[config.mk]
export PLATFORM = sky130hd
export DESIGN_NAME = io_output_bank
export DESIGN_NICKNAME = d
export VERILOG_FILES = /design/src/rtl/io_pkg.sv /design/src/rtl/io_port_reg.sv /design/src/rtl/io_output_bank.sv
export SDC_FILE = /design/constraint.sdc
export NUM_CORES = 1
export LEC_CHECK = 0
export CAP_MARGIN = 40
export CORE_MARGIN = 1.5
export CORE_UTILIZATION = 36
export DETAILED_ROUTE_END_ITERATION = 16
export PLACE_DENSITY = 0.66
export SETUP_SLACK_MARGIN = 0.3
export SLEW_MARGIN = 20
export SYNTH_ARGS = -nofsm -noshare
export SYNTH_HDL_FRONTEND = slang
export SYNTH_SLANG_ARGS = --single-unit
export TNS_END_PERCENT = 50
[constraint.sdc]
create_clock -name io_clk -period 5.8 [get_ports io_clk]
set_clock_uncertainty 0.2 [all_clocks]
set_input_delay 0.58 -clock io_clk [delete_from_list [all_inputs] [get_ports io_clk]]
set_output_delay 0.58 -clock io_clk [all_outputs]
set_load 0.02 [all_outputs]
[src/rtl/io_pkg.sv]
// Shared constants for the I/O output bank: write modes, default base word
// and the positions of the address fields.
package io_pkg;

    localparam logic [1:0] IO_MODE_WRITE = 2'b00;
    localparam logic [1:0] IO_MODE_SET   = 2'b01;
    localparam logic [1:0] IO_MODE_CLR   = 2'b10;
    localparam logic [1:0] IO_MODE_TGL   = 2'b11;

    localparam logic [5:0] IO_BASE_WORD = 6'b100000;

    localparam int IO_WIDX_LSB = 2;
    localparam int IO_WIDX_MSB = 7;
    localparam int IO_MODE_LSB = 8;
    localparam int IO_MODE_MSB = 9;

endpackage

[src/rtl/io_port_reg.sv]
// One output port register with byte enables, write/set/clear/toggle modes
// and a registered strobe that fires only when the stored value changes.
module io_port_reg
    import io_pkg::*;
#(
    parameter int                    DATA_WIDTH  = 32,
    parameter logic [DATA_WIDTH-1:0] RESET_VALUE = '0
) (
    input  logic                    clk_i,
    input  logic                    reset_i,
    input  logic                    sel_i,
    input  logic [1:0]              mode_i,
    input  logic [DATA_WIDTH-1:0]   mask_i,
    input  logic [DATA_WIDTH/8-1:0] byte_en_i,
    output logic [DATA_WIDTH-1:0]   value_o,
    output logic                    changed_o
);

    localparam int unsigned NB = DATA_WIDTH / 8;

    logic [DATA_WIDTH-1:0] value_q, value_d;
    logic                  changed_q, changed_d;

    // Per-byte next value according to the selected write mode.
    always_comb begin
        value_d = value_q;
        if (sel_i) begin
            for (int unsigned b = 0; b < NB; b++) begin
                if (byte_en_i[b]) begin
                    unique case (mode_i)
                        IO_MODE_WRITE: value_d[b*8 +: 8] = mask_i[b*8 +: 8];
                        IO_MODE_SET:   value_d[b*8 +: 8] = value_q[b*8 +: 8] | mask_i[b*8 +: 8];
                        IO_MODE_CLR:   value_d[b*8 +: 8] = value_q[b*8 +: 8] & ~mask_i[b*8 +: 8];
                        default:       value_d[b*8 +: 8] = value_q[b*8 +: 8] ^ mask_i[b*8 +: 8];
                    endcase
                end
            end
        end
        changed_d = (value_d != value_q);
    end

    // Port value and change strobe registers.
    always_ff @(posedge clk_i) begin
        if (reset_i) begin
            value_q   <= RESET_VALUE;
            changed_q <= 1'b0;
        end else begin
            value_q   <= value_d;
            changed_q <= changed_d;
        end
    end

    assign value_o   = value_q;
    assign changed_o = changed_q;

endmodule

[src/rtl/io_output_bank.sv]
// Memory-mapped bank of NUM_PORTS output registers: address decode,
// per-port registers, registered readback and unmapped-access strobe.
module io_output_bank
    import io_pkg::*;
#(
    parameter int                    NUM_PORTS   = 2,
    parameter int                    DATA_WIDTH  = 32,
    parameter logic [5:0]            BASE_WORD   = IO_BASE_WORD,
    parameter logic [DATA_WIDTH-1:0] RESET_VALUE = '0
) (
    input  logic                              io_clk,
    input  logic                              reset,
    input  logic [31:0]                       addr,
    input  logic [DATA_WIDTH-1:0]             datain,
    input  logic [DATA_WIDTH/8-1:0]           byte_en,
    input  logic                              write_io_enable,
    input  logic                              read_io_enable,
    output logic [DATA_WIDTH-1:0]             dataout,
    output logic [NUM_PORTS*DATA_WIDTH-1:0]   out_port,
    output logic [NUM_PORTS-1:0]              port_changed,
    output logic                              addr_err
);

    if (NUM_PORTS < 1 || NUM_PORTS > 32) begin : g_bad_ports
        $error("io_output_bank: NUM_PORTS must be 1..32");
    end
    if (DATA_WIDTH % 8 != 0) begin : g_bad_width
        $error("io_output_bank: DATA_WIDTH must be a multiple of 8");
    end
    if (int'(BASE_WORD) + NUM_PORTS > 64) begin : g_bad_base
        $error("io_output_bank: BASE_WORD+NUM_PORTS exceeds the 6-bit word index");
    end

    localparam logic [6:0] END_WORD = 7'(BASE_WORD) + 7'(NUM_PORTS);

    logic [5:0] word;
    logic [5:0] idx;
    logic [1:0] mode;
    logic       hit;
    logic       unused_addr_bits;

    assign word = addr[IO_WIDX_MSB:IO_WIDX_LSB];
    assign mode = addr[IO_MODE_MSB:IO_MODE_LSB];
    assign hit  = ({1'b0, word} >= {1'b0, BASE_WORD}) && ({1'b0, word} < END_WORD);
    assign idx  = word - BASE_WORD;
    assign unused_addr_bits = ^{addr[31:10], addr[1:0]};

    logic [DATA_WIDTH-1:0] port_val [NUM_PORTS];

    for (genvar k = 0; k < NUM_PORTS; k++) begin : g_port
        io_port_reg #(
            .DATA_WIDTH  (DATA_WIDTH),
            .RESET_VALUE (RESET_VALUE)
        ) u_port (
            .clk_i     (io_clk),
            .reset_i   (reset),
            .sel_i     (write_io_enable && hit && (idx == 6'(k))),
            .mode_i    (mode),
            .mask_i    (datain),
            .byte_en_i (byte_en),
            .value_o   (port_val[k]),
            .changed_o (port_changed[k])
        );
        assign out_port[k*DATA_WIDTH +: DATA_WIDTH] = port_val[k];
    end

    logic [DATA_WIDTH-1:0] dataout_q, dataout_d;
    logic                  addr_err_q, addr_err_d;

    // Readback mux captures the pre-write value; misses raise one error pulse.
    always_comb begin
        dataout_d = dataout_q;
        if (read_io_enable && hit) begin
            for (int unsigned k = 0; k < NUM_PORTS; k++) begin
                if (idx == 6'(k)) dataout_d = port_val[k];
            end
        end
        addr_err_d = (write_io_enable || read_io_enable) && !hit;
    end

    // Readback data and error strobe registers.
    always_ff @(posedge io_clk) begin
        if (reset) begin
            dataout_q  <= '0;
            addr_err_q <= 1'b0;
        end else begin
            dataout_q  <= dataout_d;
            addr_err_q <= addr_err_d;
        end
    end

    assign dataout  = dataout_q;
    assign addr_err = addr_err_q;

endmodule

# Word level (Yosys, flattened, before mapping)
# Index checks and enable logic that the tools add are counted.
[word_totals]
in_bits = 72
register_bits = 99
elab_cells = 74
output_inout_bits = 99
[classes]
n_lt_le_gt_ge = 2
bitwise_logic = 28
eq_ne = 5
mux = 20
n_reduce_logical = 12
add_sub_neg = 1
[op_table]
columns = ["operator", "count"]
rows = [
  ["$pmux 8 s3", 8],
  ["$mux 32", 4],
  ["$and 8x8->8", 8],
  ["$mux 8", 8],
  ["$ne 32x32->1", 2],
  ["$or 8x8->8", 8],
  ["$xor 8x8->8", 8],
  ["$not 8->8", 4],
  ["$eq 6x1->1 const B", 1],
  ["$ge 6x6->1 const B", 1],
  ["$logic_and 1x1->1", 6],
  ["$logic_not 6->1", 1],
  ["$lt 6x6->1 const B", 1],
  ["$sub 6x6->6 const B", 1],
  ["$eq 2x1->1 const B", 1],
  ["$eq 2x2->1 const B", 1],
  ["$logic_not 2->1", 1],
  ["$reduce_and 2->1", 1],
  ["$reduce_bool 2->1", 1],
  ["$logic_not 1->1", 1],
  ["$logic_or 1x1->1", 1],
]

# Logic depth before layout (Yosys ltp)
# Gate-level depths: netlist (run 1).
[depth]
ltp_word = 6
mapped_depth = 10
depth_no_buf = 9

# Modules after synthesis
# A second synthesis (run 1) with hierarchy kept.
[unflattened]
hier_cells = 1106
area_unflattened_um2 = 9429.0
[by_module_without_submodules]
columns = ["mod", "n_inst", "cells_per_inst", "area_each_um2"]
rows = [
  ["io_port_reg", 2, 475, 3938.8],
  ["io_output_bank", 1, 156, 1551.5],
]

# Worst setup path before layout (run 1)
# No wires, ideal clock.
[synth_path]
kind = "input -> register"
start = "input datain[27]"
end = "register g_port[1].u_port.changed_q"
setup_time_ps = 133
t_arrival_ps = 2149
t_required_ps = 5467
stages = 8
path_slack_ps = 3319
path_cell_list = "inv_1 ha_1 mux4_1 a22o_1 nor4_1 a21oi_1 nor3_1 a31oi_1"
[synth_between]
elab_chain_cells = 6
word_cells_on_any_way = 8
[synth_lines]
columns = ["item", "line", "source"]
rows = [
  ["start: declaration", "io_output_bank.sv:14", "input logic [DATA_WIDTH-1:0] datain,"],
  ["$not 8->8", "io_port_reg.sv:33", "IO_MODE_CLR: value_d[b*8 +: 8] = value_q[b*8 +: 8] & ~mask_i[b*8 +: 8];"],
  ["$and 8x8->8", "io_port_reg.sv:33", ""],
  ["$pmux 8 s3 *", "io_port_reg.sv:30", "unique case (mode_i)"],
  ["$mux 8 *", "io_port_reg.sv:29", "if (byte_en_i[b]) begin"],
  ["$mux 32 *", "io_port_reg.sv:27", "if (sel_i) begin"],
  ["$ne 32x32->1 *", "io_port_reg.sv:39", "changed_d = (value_d != value_q);"],
  ["end signal: assignment", "io_port_reg.sv:49", "changed_q <= changed_d;"],
  ["end: declaration", "io_port_reg.sv:22", "logic changed_q, changed_d;"],
]
# Every way passes the cells marked *; elsewhere a longest branch is shown, timed or not.
# A chain may end at the register's enable or synchronous reset.

# Final worst setup path (run 1)
[layout_path]
start = "input addr[6]"
end = "register g_port[1].u_port.changed_q"
[layout_between]
elab_chain_cells = 6
word_cells_on_any_way = 9
[layout_lines]
columns = ["item", "line", "source"]
rows = [
  ["start: declaration", "io_output_bank.sv:13", "input logic [31:0] addr,"],
  ["branches (longest 3 deep; another with $sub 6x6->6)", "n/a", ""],
  ["$logic_and 1x1->1 *", "io_output_bank.sv:57", ".sel_i (write_io_enable && hit && (idx == 6'(k))),"],
  ["$mux 32 *", "io_port_reg.sv:27", ""],
  ["$ne 32x32->1 *", "io_port_reg.sv:39", ""],
]
# Mark *: on every way between the ends.

==> results.yml, run 1 <==
global_route:
  grt_pass1_wl_um: 37700
  overflow: 0
  grt_usage_pct: 19.9
  grt_start_max_net_pins: 61
  grt_pass1_vias: 7074
  antenna_found_initial: 0
yosys:
  synth_nets: 1177
  ys_seq_elements: 99
  async_reset_ff_share_pct: 0
  syn_avg_cell_area_sq_um: 8.62
  yosys_warnings: 0
  netlist_area_sq_um: 8430
  synth.distinct_cells: 43
  synth-edff-count: 0
  synthCells: 977
  ys_seq_area_share_pct: 23.5
  synth_ff_type: "dfxtp_1"
floorplanning:
  die_w_um: 156
  core_area_sq_um: 22800
  die-area_sq_um: 24300
  fp.dieH_um: 156
  io-pin-count: 171
  start_util_pct: 37.0
  fp-row-count: 55
placed_design:
  gp_congestion: 0.830
  placedCellCount: 1384
  dp_hpwl_um: 17000
  post_dp_cell_area_sq_um: 10000
  place_ws_ps: 1510
  port_buffers: 146
final_layout:
  stdcell_area_sq_um: 10300
  instances_no_fill: 1402
  layout_common_cells: "clkdlybuf4s50_1, inv_1, ha_1, nor2_1, dfxtp_1"
  nNetsFinal: 1284
  final_common_cell: "clkdlybuf4s50_1"
  synthToLayoutAreaGrowth_pct: 22.8
  drive_gt1_share_pct: 6.15
  n_antenna_cell: 0
setup_path:
  cp-start-kind: "primary input"
  crit_arrival_ps: 3820
  crit_chain: "clkdlybuf4s50_1, nor4_2, and2_1, buf_6, buf_4, buf_4, nand3_1, a21oi_1, nor3_1, a31oi_1"
  cp_slowest_cell: "nand3_1"
  end_kind: "flip-flop"
  path_class: "primary input to flip-flop"
  cpPeakStageDelay_ps: 520
  cpMostUsedCell: "buf_4"
  cp_data_required_time_ps: 5870
  critPathMaxFanout: 15
sta:
  slew_violations: 0
  tightestPinTransition_ps: 826
  fmax_ghz: 0.267
  rsz0062_at_grt: "false"
  setup_violations: 0
  fin_setup_tns_ps: 0
  slew_headroom_pct: 45.0
  hold_viol: 0
  finalCritPeriodShare_pct: 64.7
  setup_slack_ps: 2050
  fin_crit_ps: 3750
route:
  vias: 7268
  first_iter_violations: 436
  totalWireLength_um: 23900
  ant_nets: 0
  via_per_inst: 5.18
  drc: 0
  wl_per_cell_um: 17.0
  dr.pass1.iters: 5
power:
  ir_drop_uv: 107
  cellLeakagePower_nw: 4.23
  power_density_nw_per_um2: 156
clock_tree:
  tritoncts: "built"
  clk_pin_slew_ps: 70
  postCtsSetupBuffers: 0
  cts-resized-gates: 0
  htreeDepth: 3
  numCtsBuffers: 9
  holdBufCountCts: 0
  clock_latency_ps: 350
  cts_buffer_depth: 2
  cts_root_buf: "clkbuf_16"
  cts_sinks: 99
hold_path:
  min_path_type: "flip-flop to flip-flop"
status:
  outcome: "finished, final reports clean"
run:
  cap_viol_max_count: 0
logic make-up (layout without fill, tap and decap cells):
kind of cell	Yosys count	in the layout	share of synthesized area, %
AOI/OAI and AO/OA	202	202	15.6
xor gates and xnor gates	67	67	6.96
adders and majority gates	128	128	19.0
buffers and inverters	196	308	9.76
DFF	99	99	23.5
muxes	82	82	15.2
and+or+nand+nor	203	203	10.0
final cells by class:
| class | count | area (sq um) |
|---|---|---|
| Clock buffer | 13 | 270 |
| Clock inverter | 3 | 21.3 |
| Fill cell | 2206 | 12400 |
| Inverter | 135 | 512 |
| Multi-Input combinational cell | 682 | 5620 |
| Sequential cell | 99 | 1980 |
| Tap cell | 313 | 392 |
| Timing Repair Buffer | 157 | 1550 |
registers in the layout, summed over array words and instances (netlist names):
| name | flops |
|---|---|
| g_port.u_port.value_o | 64 |
| dataout | 32 |
| g_port.u_port.changed_o | 2 |
| addr_err | 1 |
report_power, final:
part | internal, mW | switching, mW | leakage [nW] | total [mW]
sequential | 0.681 | 0.00242 | 0.798 | 0.683
clock | 0.328 | 0.291 | 0.142 | 0.618
combinational | 0.141 | 0.169 | 3.29 | 0.310
metal layers:
| layer | share of wire, % | global-route usage [%] |
|---|---|---|
| met1 | 45 | 26.1 |
| met2 | 47 | 33.4 |
| met3 | 6.6 | 3.89 |
| met4 | 1.2 | 4.76 |
| met5 | 0 | 0 |
final timing paths:
path	startpoint	to	slack [ps]	cells past startpoint
max	addr[6]	g_port[1].u_port.changed_o	2050	10
min	dataout[5]	dataout[5]	250	2
max reg2reg	g_port[0].u_port.value_o[16]	g_port[0].u_port.changed_o	2940	8
min reg2reg	dataout[5]	dataout[5]	250	2
critical path: cells and delay by family:
kind                   cells  cell delay, ps
AOI/OAI and AO/OA          2             520
and+or+nand+nor            4            1610
buffers and inverters      4            1100
stage by stage:
stage | util (%) | hold slack (ps) | power, mW
after floorplan | - | 330 | 0.918
after global placement | 44.0 | 239 | 0.998
after detailed placement | 44.0 | 245 | 1.01
after CTS | 45.3 | 253 | 1.63
after global routing | 45.4 | 273 | 1.68
final | 45.4 | 250 | 1.61
Yosys cell counts (4+ instances only):
library cell    n  area (sq um)
clkbuf_1       30           113
buf_4           8          60.1
mux2i_1        47           470
nor4_1          7          43.8
ha_1          128          1600
dfxtp_1        99          1980
nor3_1          4          20.0
and2_1          5          31.3
buf_2          14          70.1
a21oi_1        86           430
o21ai_0        20           100
nor2_1        103           387
mux4_1          5           131
mux4_2         30           676
o221ai_1       33           289
buf_1           5          18.8
xnor2_1        67           587
nand3_1         7          35.0
nand2_1        66           248
a211oi_1       35           263
o31ai_1         5          37.5
inv_1         134           503
(Power assumes the default switching activity.)
==> run 2: changes to the inputs <==
clock period = 3.7 ns   (was 5.8 ns; I/O delays follow)
==> run 2 against run 1 <==
Die area stayed put. Wire length is 2.7% lower. Register-to-register slack worse by 2000 ps. Combinational power is 57% higher. Critical endpoint unchanged. Largest cell class unchanged. Largest power group unchanged.
==> results.yml, run 2 (synthesis gave the netlist of run 1 again) <==
setup_path:
  cp-start-kind: "primary input"
  timing.rr.start: "g_port[1].u_port.value_o[6]"
  path_class: "primary input to flip-flop"
  r2r_slack_ps: 970
  cp_data_required_time_ps: 3740
  r2r_cells: 8
  critPathMaxFanout: 4
  end_kind: "flip-flop"
  rr_endpoint: "g_port[1].u_port.changed_o"
  crit_arrival_ps: 2930
placed_design:
  place_ws_ps: 489
  gp_congestion: 0.799
  port_buffers: 146
  post_dp_cell_area_sq_um: 10100
  dp_hpwl_um: 17200
sta:
  hold_viol: 0
  finalCritPeriodShare_pct: 78.1
  rsz0062_at_grt: "false"
  setup_violations: 0
  slew_headroom_pct: 57.0
  fin_crit_ps: 2890
  fmax_ghz: 0.346
  setup_slack_ps: 812
  tightestPinTransition_ps: 644
  slew_violations: 0
  hold-worst-slack_ps: 210
  fin_setup_tns_ps: 0
floorplanning:
  core_area_sq_um: 22800
  io-pin-count: 171
  die-area_sq_um: 24300
  fp-row-count: 55
  fp.dieH_um: 156
  start_util_pct: 37.0
  die_w_um: 156
global_route:
  overflow: 0
  grt_usage_pct: 19.4
  antenna_found_initial: 0
  grt_start_max_net_pins: 58
  grt_pass1_wl_um: 36900
  grt_pass1_vias: 6974
route:
  dr.pass1.iters: 5
  totalWireLength_um: 23200
  vias: 7297
  drc: 0
  ant_nets: 0
  first_iter_violations: 328
  via_per_inst: 5.18
  wl_per_cell_um: 16.5
final_layout:
  largest_reg_flops: 64
  layout_common_cells: "clkdlybuf4s50_1, inv_1, ha_1, nor2_1, dfxtp_1"
  fill_cells: 2228
  synthToLayoutAreaGrowth_pct: 23.7
  drive_gt1_share_pct: 6.75
  n_antenna_cell: 0
  nNetsFinal: 1292
  stdcell_area_sq_um: 10400
  final_common_cell: "clkdlybuf4s50_1"
hold_path:
  min_path_cells: 2
  min_to: "g_port[0].u_port.value_o[20]"
  hold_start: "reset"
  min_path_type: "primary input to flip-flop"
power:
  clkPwrFrac_pct: 38.3
  power_frac_seq_pct: 42.4
  ir_drop_uv: 245
  p_int_mw: 1.77
  power_density_nw_per_um2: 242
  p_sw_share_pct: 30.1
  cellLeakagePower_nw: 4.27
  p_sw_mw: 0.760
  p_comb_share_pct: 19.3
  power_mw: 2.53
clock_tree:
  clk_pin_slew_ps: 80
  clock_latency_ps: 360
  cts_buffer_depth: 2
  holdBufCountCts: 0
  postCtsSetupBuffers: 0
  tritoncts: "built"
  htreeDepth: 3
  cts_root_buf: "clkbuf_16"
  cts-resized-gates: 0
  cts_sinks: 99
  numCtsBuffers: 9
status:
  outcome: "finished, final reports clean"
run:
  cap_viol_max_count: 0
==> run 2: cell type report <==
cell class | count | area [sq um] | share of cell area, %
Timing Repair Buffer | 165 | 1630 | 15.6
Tap cell | 313 | 392 | 3.76
Clock inverter | 6 | 61.3 | 0.588
Clock buffer | 10 | 229 | 2.20
Inverter | 135 | 512 | 4.91
Sequential cell | 99 | 1980 | 19.0
Multi-Input combinational cell | 682 | 5620 | 53.9
==> run 2: power by group through the flow <==
| stage | Clock, mW | Sequential, mW | Combinational (mW) |
|---|---|---|---|
| floorplan | 0 | 1.10 | 0.340 |
| global placement | 0 | 1.10 | 0.470 |
| detailed placement | 0 | 1.10 | 0.487 |
| CTS | 0.989 | 1.07 | 0.490 |
| global route | 1.03 | 1.07 | 0.538 |
| finish | 0.967 | 1.07 | 0.488 |
==> run 2: metrics by stage <==
stage / utilization, % / cells
finish: 45.8 / 1410
detailed placement: 44.5 / 1394
floorplan: - / 977
global placement: 44.4 / 1393
CTS: 45.8 / 1410
global route: 45.8 / 1410
==> run 2: layer usage <==
metal	vias up	global-route usage, %	wire length [um]
li1	3595	-	-
met2	192	31.7	10800
met3	32	3.33	1410
met1	3478	25.8	10600
met4	0	6.21	523
met5	-	0	0
==> run 2: worst max-delay path by stage <==
| stage | start | endpoint | cells past startpoint |
|---|---|---|---|
| after CTS | datain[6] | g_port[1].u_port.changed_o | 9 |
| after detailed placement | datain[6] | g_port[1].u_port.changed_o | 9 |
| after global routing | datain[6] | g_port[1].u_port.changed_o | 9 |
| after floorplan | g_port[1].u_port.value_o[27] | g_port[1].u_port.changed_o | 8 |
| after global placement | datain[0] | g_port[1].u_port.changed_o | 9 |
| final | datain[0] | g_port[1].u_port.changed_o | 9 |
==> run 2: worst max-delay path, stage by stage <==
cell	delay, ps
clkdlybuf4s50_1	530
inv_1	120
ha_1	290
mux4_2	480
xnor2_1	140
nor4_1	460
a41oi_1	210
nor3_1	230
a31oi_1	90
